**src/rtl/mem_ctrl.sv**
```systemverilog
// mem_ctrl: byte-wide RAM port arbiter between instruction fetch (IF) and
// load/store (MEM). Each 1/2/4-byte access is split into byte cycles; read
// bytes are assembled little-endian and a one-cycle done pulse goes back to
// the requester that won the port.
//
// Optional feature: define MEM_CTRL_STAT_EN to add the stat_if, stat_mem and
// stat_wait event counters as output ports.
//
// Timing summary (grant on the edge that ends IDLE cycle T, N bytes):
//   read : address k presented in cycle T+1+k, data captured one cycle later,
//          DONE in cycle T+N+2
//   write: strobe/address/data k in cycle T+1+k, DONE in cycle T+N+1

module mem_ctrl #(
    parameter int ADDR_WIDTH = 17
) (
    input  logic                  clk,
    input  logic                  rst,
    input  logic                  if_req,
    input  logic [31:0]           if_addr,
    output logic                  if_done,
    output logic [31:0]           if_inst,
    input  logic                  mem_req,
    input  logic                  mem_we,
    input  logic [1:0]            mem_len,
    input  logic [31:0]           mem_addr,
    input  logic [31:0]           mem_wdata,
    output logic                  mem_done,
    output logic [31:0]           mem_rdata,
    input  logic                  flush,
    output logic                  busy,
    output logic [ADDR_WIDTH-1:0] ram_addr,
    output logic                  ram_wr,
    output logic [7:0]            ram_dout,
    input  logic [7:0]            ram_din
`ifdef MEM_CTRL_STAT_EN
    ,
    output logic [31:0]           stat_if,
    output logic [31:0]           stat_mem,
    output logic [31:0]           stat_wait
`endif
);

    typedef enum logic [1:0] {
        ST_IDLE  = 2'd0,
        ST_READ  = 2'd1,
        ST_WRITE = 2'd2,
        ST_DONE  = 2'd3
    } state_t;

    state_t                  state_reg;
    state_t                  state_next;

    // Transaction context latched at grant
    logic                    owner_mem_reg;
    logic [31:0]             base_reg;
    logic [31:0]             wdata_reg;
    logic [2:0]              nbytes_reg;
    logic [2:0]              cnt_reg;

    // RAM port registers
    logic [ADDR_WIDTH-1:0]   ram_addr_reg;
    logic                    ram_wr_reg;
    logic [7:0]              ram_dout_reg;

    // Read assembly and held result registers
    logic [31:0]             asm_reg;
    logic [31:0]             asm_merge;
    logic [31:0]             if_inst_reg;
    logic [31:0]             mem_rdata_reg;

    // Decode helpers
    logic                    grant_mem;
    logic                    grant_if;
    logic                    grant_any;
    logic [31:0]             grant_addr;
    logic [2:0]              grant_nbytes;
    logic                    flush_if;
    logic [2:0]              cnt_inc;
    logic [31:0]             next_addr_full;
    logic                    read_last;
    logic                    write_last;
    logic                    cap_en;
    logic [1:0]              cap_lane;
    logic [7:0]              wbyte [4];

    // MEM has fixed priority; a flush in the same IDLE cycle blocks an IF grant
    assign grant_mem    = (state_reg == ST_IDLE) && mem_req;
    assign grant_if     = (state_reg == ST_IDLE) && !mem_req && if_req && !flush;
    assign grant_any    = grant_mem || grant_if;
    assign grant_addr   = grant_mem ? mem_addr : if_addr;
    // mem_len is bytes-1, with the unused code 2 treated as a full word
    assign grant_nbytes = !grant_mem        ? 3'd4 :
                          (mem_len == 2'd0) ? 3'd1 :
                          (mem_len == 2'd1) ? 3'd2 : 3'd4;

    // Flush only aborts a fetch; loads/stores always run to completion
    assign flush_if = flush && !owner_mem_reg &&
                      ((state_reg == ST_READ) || (state_reg == ST_DONE));

    assign cnt_inc        = cnt_reg + 3'd1;
    assign next_addr_full = base_reg + {29'd0, cnt_inc};
    assign read_last      = (state_reg == ST_READ) && (cnt_reg == nbytes_reg);
    assign write_last     = (state_reg == ST_WRITE) && (cnt_inc == nbytes_reg);

    // In READ cycle c (c >= 1) ram_din carries byte c-1
    assign cap_en   = (state_reg == ST_READ) && (cnt_reg != 3'd0);
    assign cap_lane = cnt_reg[1:0] - 2'd1;

    genvar gi;
    generate
        for (gi = 0; gi < 4; gi = gi + 1) begin : g_lane
            assign wbyte[gi] = wdata_reg[8*gi +: 8];
            assign asm_merge[8*gi +: 8] = (cap_en && (cap_lane == 2'(gi))) ?
                                          ram_din : asm_reg[8*gi +: 8];
        end
        if (ADDR_WIDTH < 32) begin : g_addr_trunc
            // Bits above the RAM width wrap away by design
            logic addr_hi_unused;
            assign addr_hi_unused = ^next_addr_full[31:ADDR_WIDTH];
        end
    endgenerate

    // State register
    always_ff @(posedge clk or negedge rst) begin
        if (!rst) begin
            state_reg <= ST_IDLE;
        end else begin
            state_reg <= state_next;
        end
    end

    // Next-state logic
    always_comb begin
        state_next = state_reg;
        case (state_reg)
            ST_IDLE: begin
                if (grant_mem) begin
                    state_next = mem_we ? ST_WRITE : ST_READ;
                end else if (grant_if) begin
                    state_next = ST_READ;
                end
            end
            ST_READ: begin
                if (flush_if) begin
                    state_next = ST_IDLE;
                end else if (read_last) begin
                    state_next = ST_DONE;
                end
            end
            ST_WRITE: begin
                if (write_last) begin
                    state_next = ST_DONE;
                end
            end
            ST_DONE: begin
                state_next = ST_IDLE;
            end
            default: begin
                state_next = ST_IDLE;
            end
        endcase
    end

    // Latch owner, base, length and write data at grant
    always_ff @(posedge clk or negedge rst) begin
        if (!rst) begin
            owner_mem_reg <= 1'b0;
            base_reg      <= 32'd0;
            wdata_reg     <= 32'd0;
            nbytes_reg    <= 3'd0;
        end else if (grant_any) begin
            owner_mem_reg <= grant_mem;
            base_reg      <= grant_addr;
            wdata_reg     <= mem_wdata;
            nbytes_reg    <= grant_nbytes;
        end
    end

    // Byte-cycle counter within READ/WRITE
    always_ff @(posedge clk or negedge rst) begin
        if (!rst) begin
            cnt_reg <= 3'd0;
        end else if (grant_any) begin
            cnt_reg <= 3'd0;
        end else if ((state_reg == ST_READ) || (state_reg == ST_WRITE)) begin
            cnt_reg <= cnt_inc;
        end
    end

    // Drive the RAM port one byte per cycle
    always_ff @(posedge clk or negedge rst) begin
        if (!rst) begin
            ram_addr_reg <= '0;
            ram_wr_reg   <= 1'b0;
            ram_dout_reg <= 8'd0;
        end else if (grant_any) begin
            ram_addr_reg <= grant_addr[ADDR_WIDTH-1:0];
            ram_wr_reg   <= grant_mem && mem_we;
            ram_dout_reg <= (grant_mem && mem_we) ? mem_wdata[7:0] : 8'd0;
        end else if (state_reg == ST_WRITE) begin
            if (write_last) begin
                ram_wr_reg <= 1'b0;
            end else begin
                ram_addr_reg <= next_addr_full[ADDR_WIDTH-1:0];
                ram_dout_reg <= wbyte[cnt_inc[1:0]];
            end
        end else if ((state_reg == ST_READ) && (cnt_inc < nbytes_reg)) begin
            ram_addr_reg <= next_addr_full[ADDR_WIDTH-1:0];
        end
    end

    // Assemble read bytes; cleared at grant so short loads zero-extend
    always_ff @(posedge clk or negedge rst) begin
        if (!rst) begin
            asm_reg <= 32'd0;
        end else if (grant_any) begin
            asm_reg <= 32'd0;
        end else if (state_reg == ST_READ) begin
            asm_reg <= asm_merge;
        end
    end

    // Hold load data from the MEM done cycle until the next MEM done
    always_ff @(posedge clk or negedge rst) begin
        if (!rst) begin
            mem_rdata_reg <= 32'd0;
        end else if (read_last && owner_mem_reg) begin
            mem_rdata_reg <= asm_merge;
        end
    end

    // Commit the fetched word only when its done pulse survives a flush
    always_ff @(posedge clk or negedge rst) begin
        if (!rst) begin
            if_inst_reg <= 32'd0;
        end else if (if_done) begin
            if_inst_reg <= asm_reg;
        end
    end

    assign if_done   = (state_reg == ST_DONE) && !owner_mem_reg && !flush;
    assign mem_done  = (state_reg == ST_DONE) && owner_mem_reg;
    assign if_inst   = if_done ? asm_reg : if_inst_reg;
    assign mem_rdata = mem_rdata_reg;
    assign busy      = (state_reg != ST_IDLE);
    assign ram_addr  = ram_addr_reg;
    assign ram_wr    = ram_wr_reg;
    assign ram_dout  = ram_dout_reg;

`ifdef MEM_CTRL_STAT_EN
    logic [31:0] stat_if_reg;
    logic [31:0] stat_mem_reg;
    logic [31:0] stat_wait_reg;
    logic        fetch_waiting;

    // IF is waiting when MEM holds the port or is about to win it
    assign fetch_waiting = if_req &&
                           (((state_reg != ST_IDLE) && owner_mem_reg) ||
                            ((state_reg == ST_IDLE) && mem_req));

    // Free-running event counters, wrapping at 2^32
    always_ff @(posedge clk or negedge rst) begin
        if (!rst) begin
            stat_if_reg   <= 32'd0;
            stat_mem_reg  <= 32'd0;
            stat_wait_reg <= 32'd0;
        end else begin
            if (if_done) begin
                stat_if_reg <= stat_if_reg + 32'd1;
            end
            if (mem_done) begin
                stat_mem_reg <= stat_mem_reg + 32'd1;
            end
            if (fetch_waiting) begin
                stat_wait_reg <= stat_wait_reg + 32'd1;
            end
        end
    end

    assign stat_if   = stat_if_reg;
    assign stat_mem  = stat_mem_reg;
    assign stat_wait = stat_wait_reg;
`endif

endmodule

```
**config.mk**
```make
export PLATFORM = sky130hd
export DESIGN_NAME = mem_ctrl
export DESIGN_NICKNAME = d
export VERILOG_FILES = /design/src/rtl/mem_ctrl.sv
export SDC_FILE = /design/constraint.sdc
export NUM_CORES = 1
export LEC_CHECK = 0
export BUFFER_PORTS_ARGS = -buffer_cell sky130_fd_sc_hd__buf_2
export CORE_ASPECT_RATIO = 1.1
export CORE_MARGIN = 2
export CORE_UTILIZATION = 57
export DETAILED_ROUTE_END_ITERATION = 12
export GPL_TIMING_DRIVEN = 0
export PLACE_DENSITY_LB_ADDON = 0.05
export RECOVER_POWER = 25
export SLEW_MARGIN = 10
export SYNTH_ARGS = -nofsm -noshare
export SYNTH_HDL_FRONTEND = slang
export SYNTH_SLANG_ARGS = --single-unit
```
**constraint.sdc**
```tcl
create_clock -name clk -period 5.9 [get_ports clk]
set_clock_uncertainty 0.2 [all_clocks]
set_input_delay 0.295 -clock clk [delete_from_list [all_inputs] [get_ports clk]]
set_output_delay 0.295 -clock clk [all_outputs]
set_load 0.01 [all_outputs]
```
==> impl_metrics.csv <==
group,metric,value,unit
outcome,status,"finished, final reports clean",
die,die_y,128.4,um
yosys,synth_cell_types,48,
timing,drv_slew,0,
worst_setup_path,endpoint_kind,"flip-flop",
worst_setup_path,crit_chain,"buf_2 > inv_1 > ha_1 > clkbuf_1 > inv_1 > fa_1 > nor2b_1 > or2_2 > nand4_1 > xnor2_1 > o221a_2",
grt,gr-usage-all-layers,29.62,%
pwr,finalPower,5.571,mW
clock_tree,cts_sinks,180,
grt,grt_max_degree,92,
worst_setup_path,crit_path_top_delay_cell,"clkbuf_1",
die,die_area,15030,sq um
yosys,syn_nets,892,
placement,place_inst,1125,
placement,place_area,9160,sq um
worst_setup_path,path_common_cell,"inv_1",
timing,slew_headroom,52.80,%
pwr,p_seq_share,37.0,%
timing,max_freq,263.7,MHz
min_path,hp-class,"input port to flip-flop",
worst_setup_path,crit_buf_inv,4,
worst_setup_path,cpLargestDelayFamily,"buffers and inverters",
pwr,internal-power,3.379,mW
placement,io_buffers,174,
clock_tree,post_cts_buffers,0,
pwr,p_leak,5.242,nW
grt,grt_use_met2,49.71,%
die,core-area,13790,sq um
yosys,ys_warn_count,0,
placement,post-dp-hpwl,14450,um
pwr,power_frac_clock,20.4,%
clock_tree,cts_buffers,17,
clock_tree,clk_pin_slew,0.07,ns
final_layout,final_cell_mix,"dfrtp_1, buf_2, nand2_1, nor2_1, a21oi_1",
die,die_w,117.1,um
die,rows,45,
timing,final-setup-viol-count,0,
timing,min_period,3.793,ns
pwr,switching_power,2.192,mW
timing,whs,0.02165,ns
clock_tree,clk_latency,0.43,ns
timing,final_hold_viol_count,0,
placement,preCtsSetupSlack,2.137,ns
routing,viasPerCell,5.537,
grt,grtUsageMet1,37.25,%
grt,grt_pass1_vias,6704,
final_layout,fin_cells,1197,
routing,wl,21380,um
final_layout,syn_to_final_growth,26.19,%
final_layout,final_common_cell,"dfrtp_1",
timing,layout_setup_ws,2.107,ns
worst_setup_path,worstPathMaxFanout,10,
yosys,synth_cells,762,
grt,grt-busiest-layer,"met2",
worst_setup_path,crit_cells,11,
worst_setup_path,worstRegToRegCells,11,
clock_tree,htree_levels,4,
pwr,p_comb_share,42.6,%
min_path,hp-start,"if_addr[14]",
routing,routedWlPerCell,17.86,um
min_path,hold_path_depth,4,
grt,grtUsageMet3,6.218,%
grt,antenna_found_initial,1,
final_layout,nets,1125,
yosys,synth_seq_cells,180,
yosys,ys.flop_type,"dfrtp_1",
grt,grt-ovfl-total,0,
job,maxCapViolCount,0,
timing,grt_setup_unrepaired,"false",
clock_tree,cts_resized,0,
routing,ant_nets,0,
yosys,syn-cell-area,8016,sq um
timing,worst_pin_slew,0.7080,ns
final_layout,nFillCells,1034,
timing,setup_tns,0,ns
grt,grt_pass1_wl,33720,um
yosys,synth_edf_count,0,
die,start_util,58.11,%
worst_setup_path,cp-start-kind,"flip-flop",
yosys,syn_area_per_cell,10.52,sq um
worst_setup_path,slowest_delay,0.55,ns
routing,drt_iter0_drc,405,
routing,dr.pass1.iters,5,
routing,drcViolationCount,0,
worst_setup_path,reg2reg_to,"ram_addr[10]$_DFFE_PN0P_",
worst_setup_path,critPathKind,"flip-flop to flip-flop",
clock_tree,clock_path_buffers,2,
worst_setup_path,worstPathRequired,6.02,ns
final_layout,layout-drive-gt1-share,25.20,%
worst_setup_path,crit_arrival,3.91,ns
pwr,p_per_area,550.8,nW/um^2
worst_setup_path,worst_r2r_startpoint,"cnt_reg[0]$_DFFE_PN0P_",
timing,period_share,64.28,%
yosys,ys_async_sr_fraction,100.0,%
pwr,swShare,39.34,%
die,ios,205,
clock_tree,cts_tree,"built",
worst_setup_path,ff2ff_setup_slack,2.11,ns
final_layout,utilization,73.33,%
placement,gp_congestion,0.8780,
yosys,yosysSeqAreaShare,56.19,%
pwr,peakVddDrop,0.2654,mV
final_layout,stdcell_area,10120,sq um
routing,num_vias,6628,
clock_tree,cts_hold_buffers,39,
clock_tree,root_buffer,"clkbuf_16",
min_path,hold_path_end,"base_reg[14]$_DFFE_PN0N_",
==> metal layers <==
metal / routed length [um] / part of all wire (%)
met5: 0 / 0
met4: 716 / 3.3
met3: 1400 / 6.5
met2: 10670 / 50
met1: 8601 / 40
==> tightest hold or removal path, cell delays in order <==
cell	delay, ns
buf_2	0.08
nand2_1	0.04
nand3_1	0.09
o21a_1	0.12
==> area by class of cell <==
class	count	area (sq um)	area share, %
Sequential cell	180	4504	44.53
Multi-Input combinational cell	528	3259	32.22
Timing Repair Buffer	214	1269	12.54
Clock buffer	19	442.9	4.378
Tap cell	188	235.2	2.325
Buffer	40	200.2	1.979
Clock inverter	13	150.1	1.484
Inverter	14	52.55	0.5195
Antenna cell	1	2.502	0.02474
==> power groups by stage <==
stage	Sequential [mW]	Clock [mW]	Combinational, mW
6_report	2.06	1.14	2.37
5_1_grt	2.12	1.20	2.65
4_1_cts	2.05	1.15	2.38
3_5_place_dp	2.07	0	2.33
3_3_place_gp	2.04	0	2.26
2_1_floorplan	2.10	0	1.49
==> cells in the mapped netlist, drive strengths merged, types with 3 or more instances <==
master    n  area share [%]
a21o      3            0.28
a21oi    55             3.4
a22oi     8            0.75
a31o      3            0.33
a31oi     4            0.31
and2      6            0.47
and3      8            0.62
buf      27             1.9
clkbuf   13            0.61
dfrtp   180              56
ha       17             2.7
inv      14            0.66
mux2     35             4.9
mux2i    33             4.1
mux4      8             2.2
nand2   157             7.4
nand3    15            0.94
nand4     5            0.39
nor2     93             4.4
nor2b     4            0.31
o211ai    3            0.28
o21a     10            0.94
o21ai    16             1.0
o221a     3            0.42
o31ai     4            0.37
xnor2    10             1.1
xor2      8            0.87
==> how the worst max path moves through the flow <==
| stage | slack, ns | to | start |
|---|---|---|---|
| global route | 1.90 | ram_addr[10]$_DFFE_PN0P_ | cnt_reg[0]$_DFFE_PN0P_ |
| finish | 2.11 | ram_addr[10]$_DFFE_PN0P_ | cnt_reg[0]$_DFFE_PN0P_ |
| floorplan | 2.81 | ram_addr[10]$_DFFE_PN0P_ | cnt_reg[0]$_DFFE_PN0P_ |
| global placement | 1.65 | asm_reg[30]$_DFFE_PN0P_ | rst |
| CTS | 2.11 | ram_addr[10]$_DFFE_PN0P_ | cnt_reg[0]$_DFFE_PN0P_ |
| detailed placement | 2.14 | ram_addr[10]$_DFFE_PN0P_ | cnt_reg[0]$_DFFE_PN0P_ |
==> kinds of logic (layout without fill, tap and decap cells) <==
logic type | count (synthesis) | after routing | share of synthesized area [%]
AOI/OAI and AO/OA | 119 | 119 | 9.099
adders and majority gates | 18 | 18 | 2.903
buffers and inverters | 54 | 300 | 3.153
and+or+nand+nor | 297 | 297 | 15.40
DFF | 180 | 180 | 56.19
muxes | 76 | 76 | 11.28
other | 0 | 1 | 0
xor gates and xnor gates | 18 | 18 | 1.967
No activity file was read; power rests on OpenSTA's default activity.
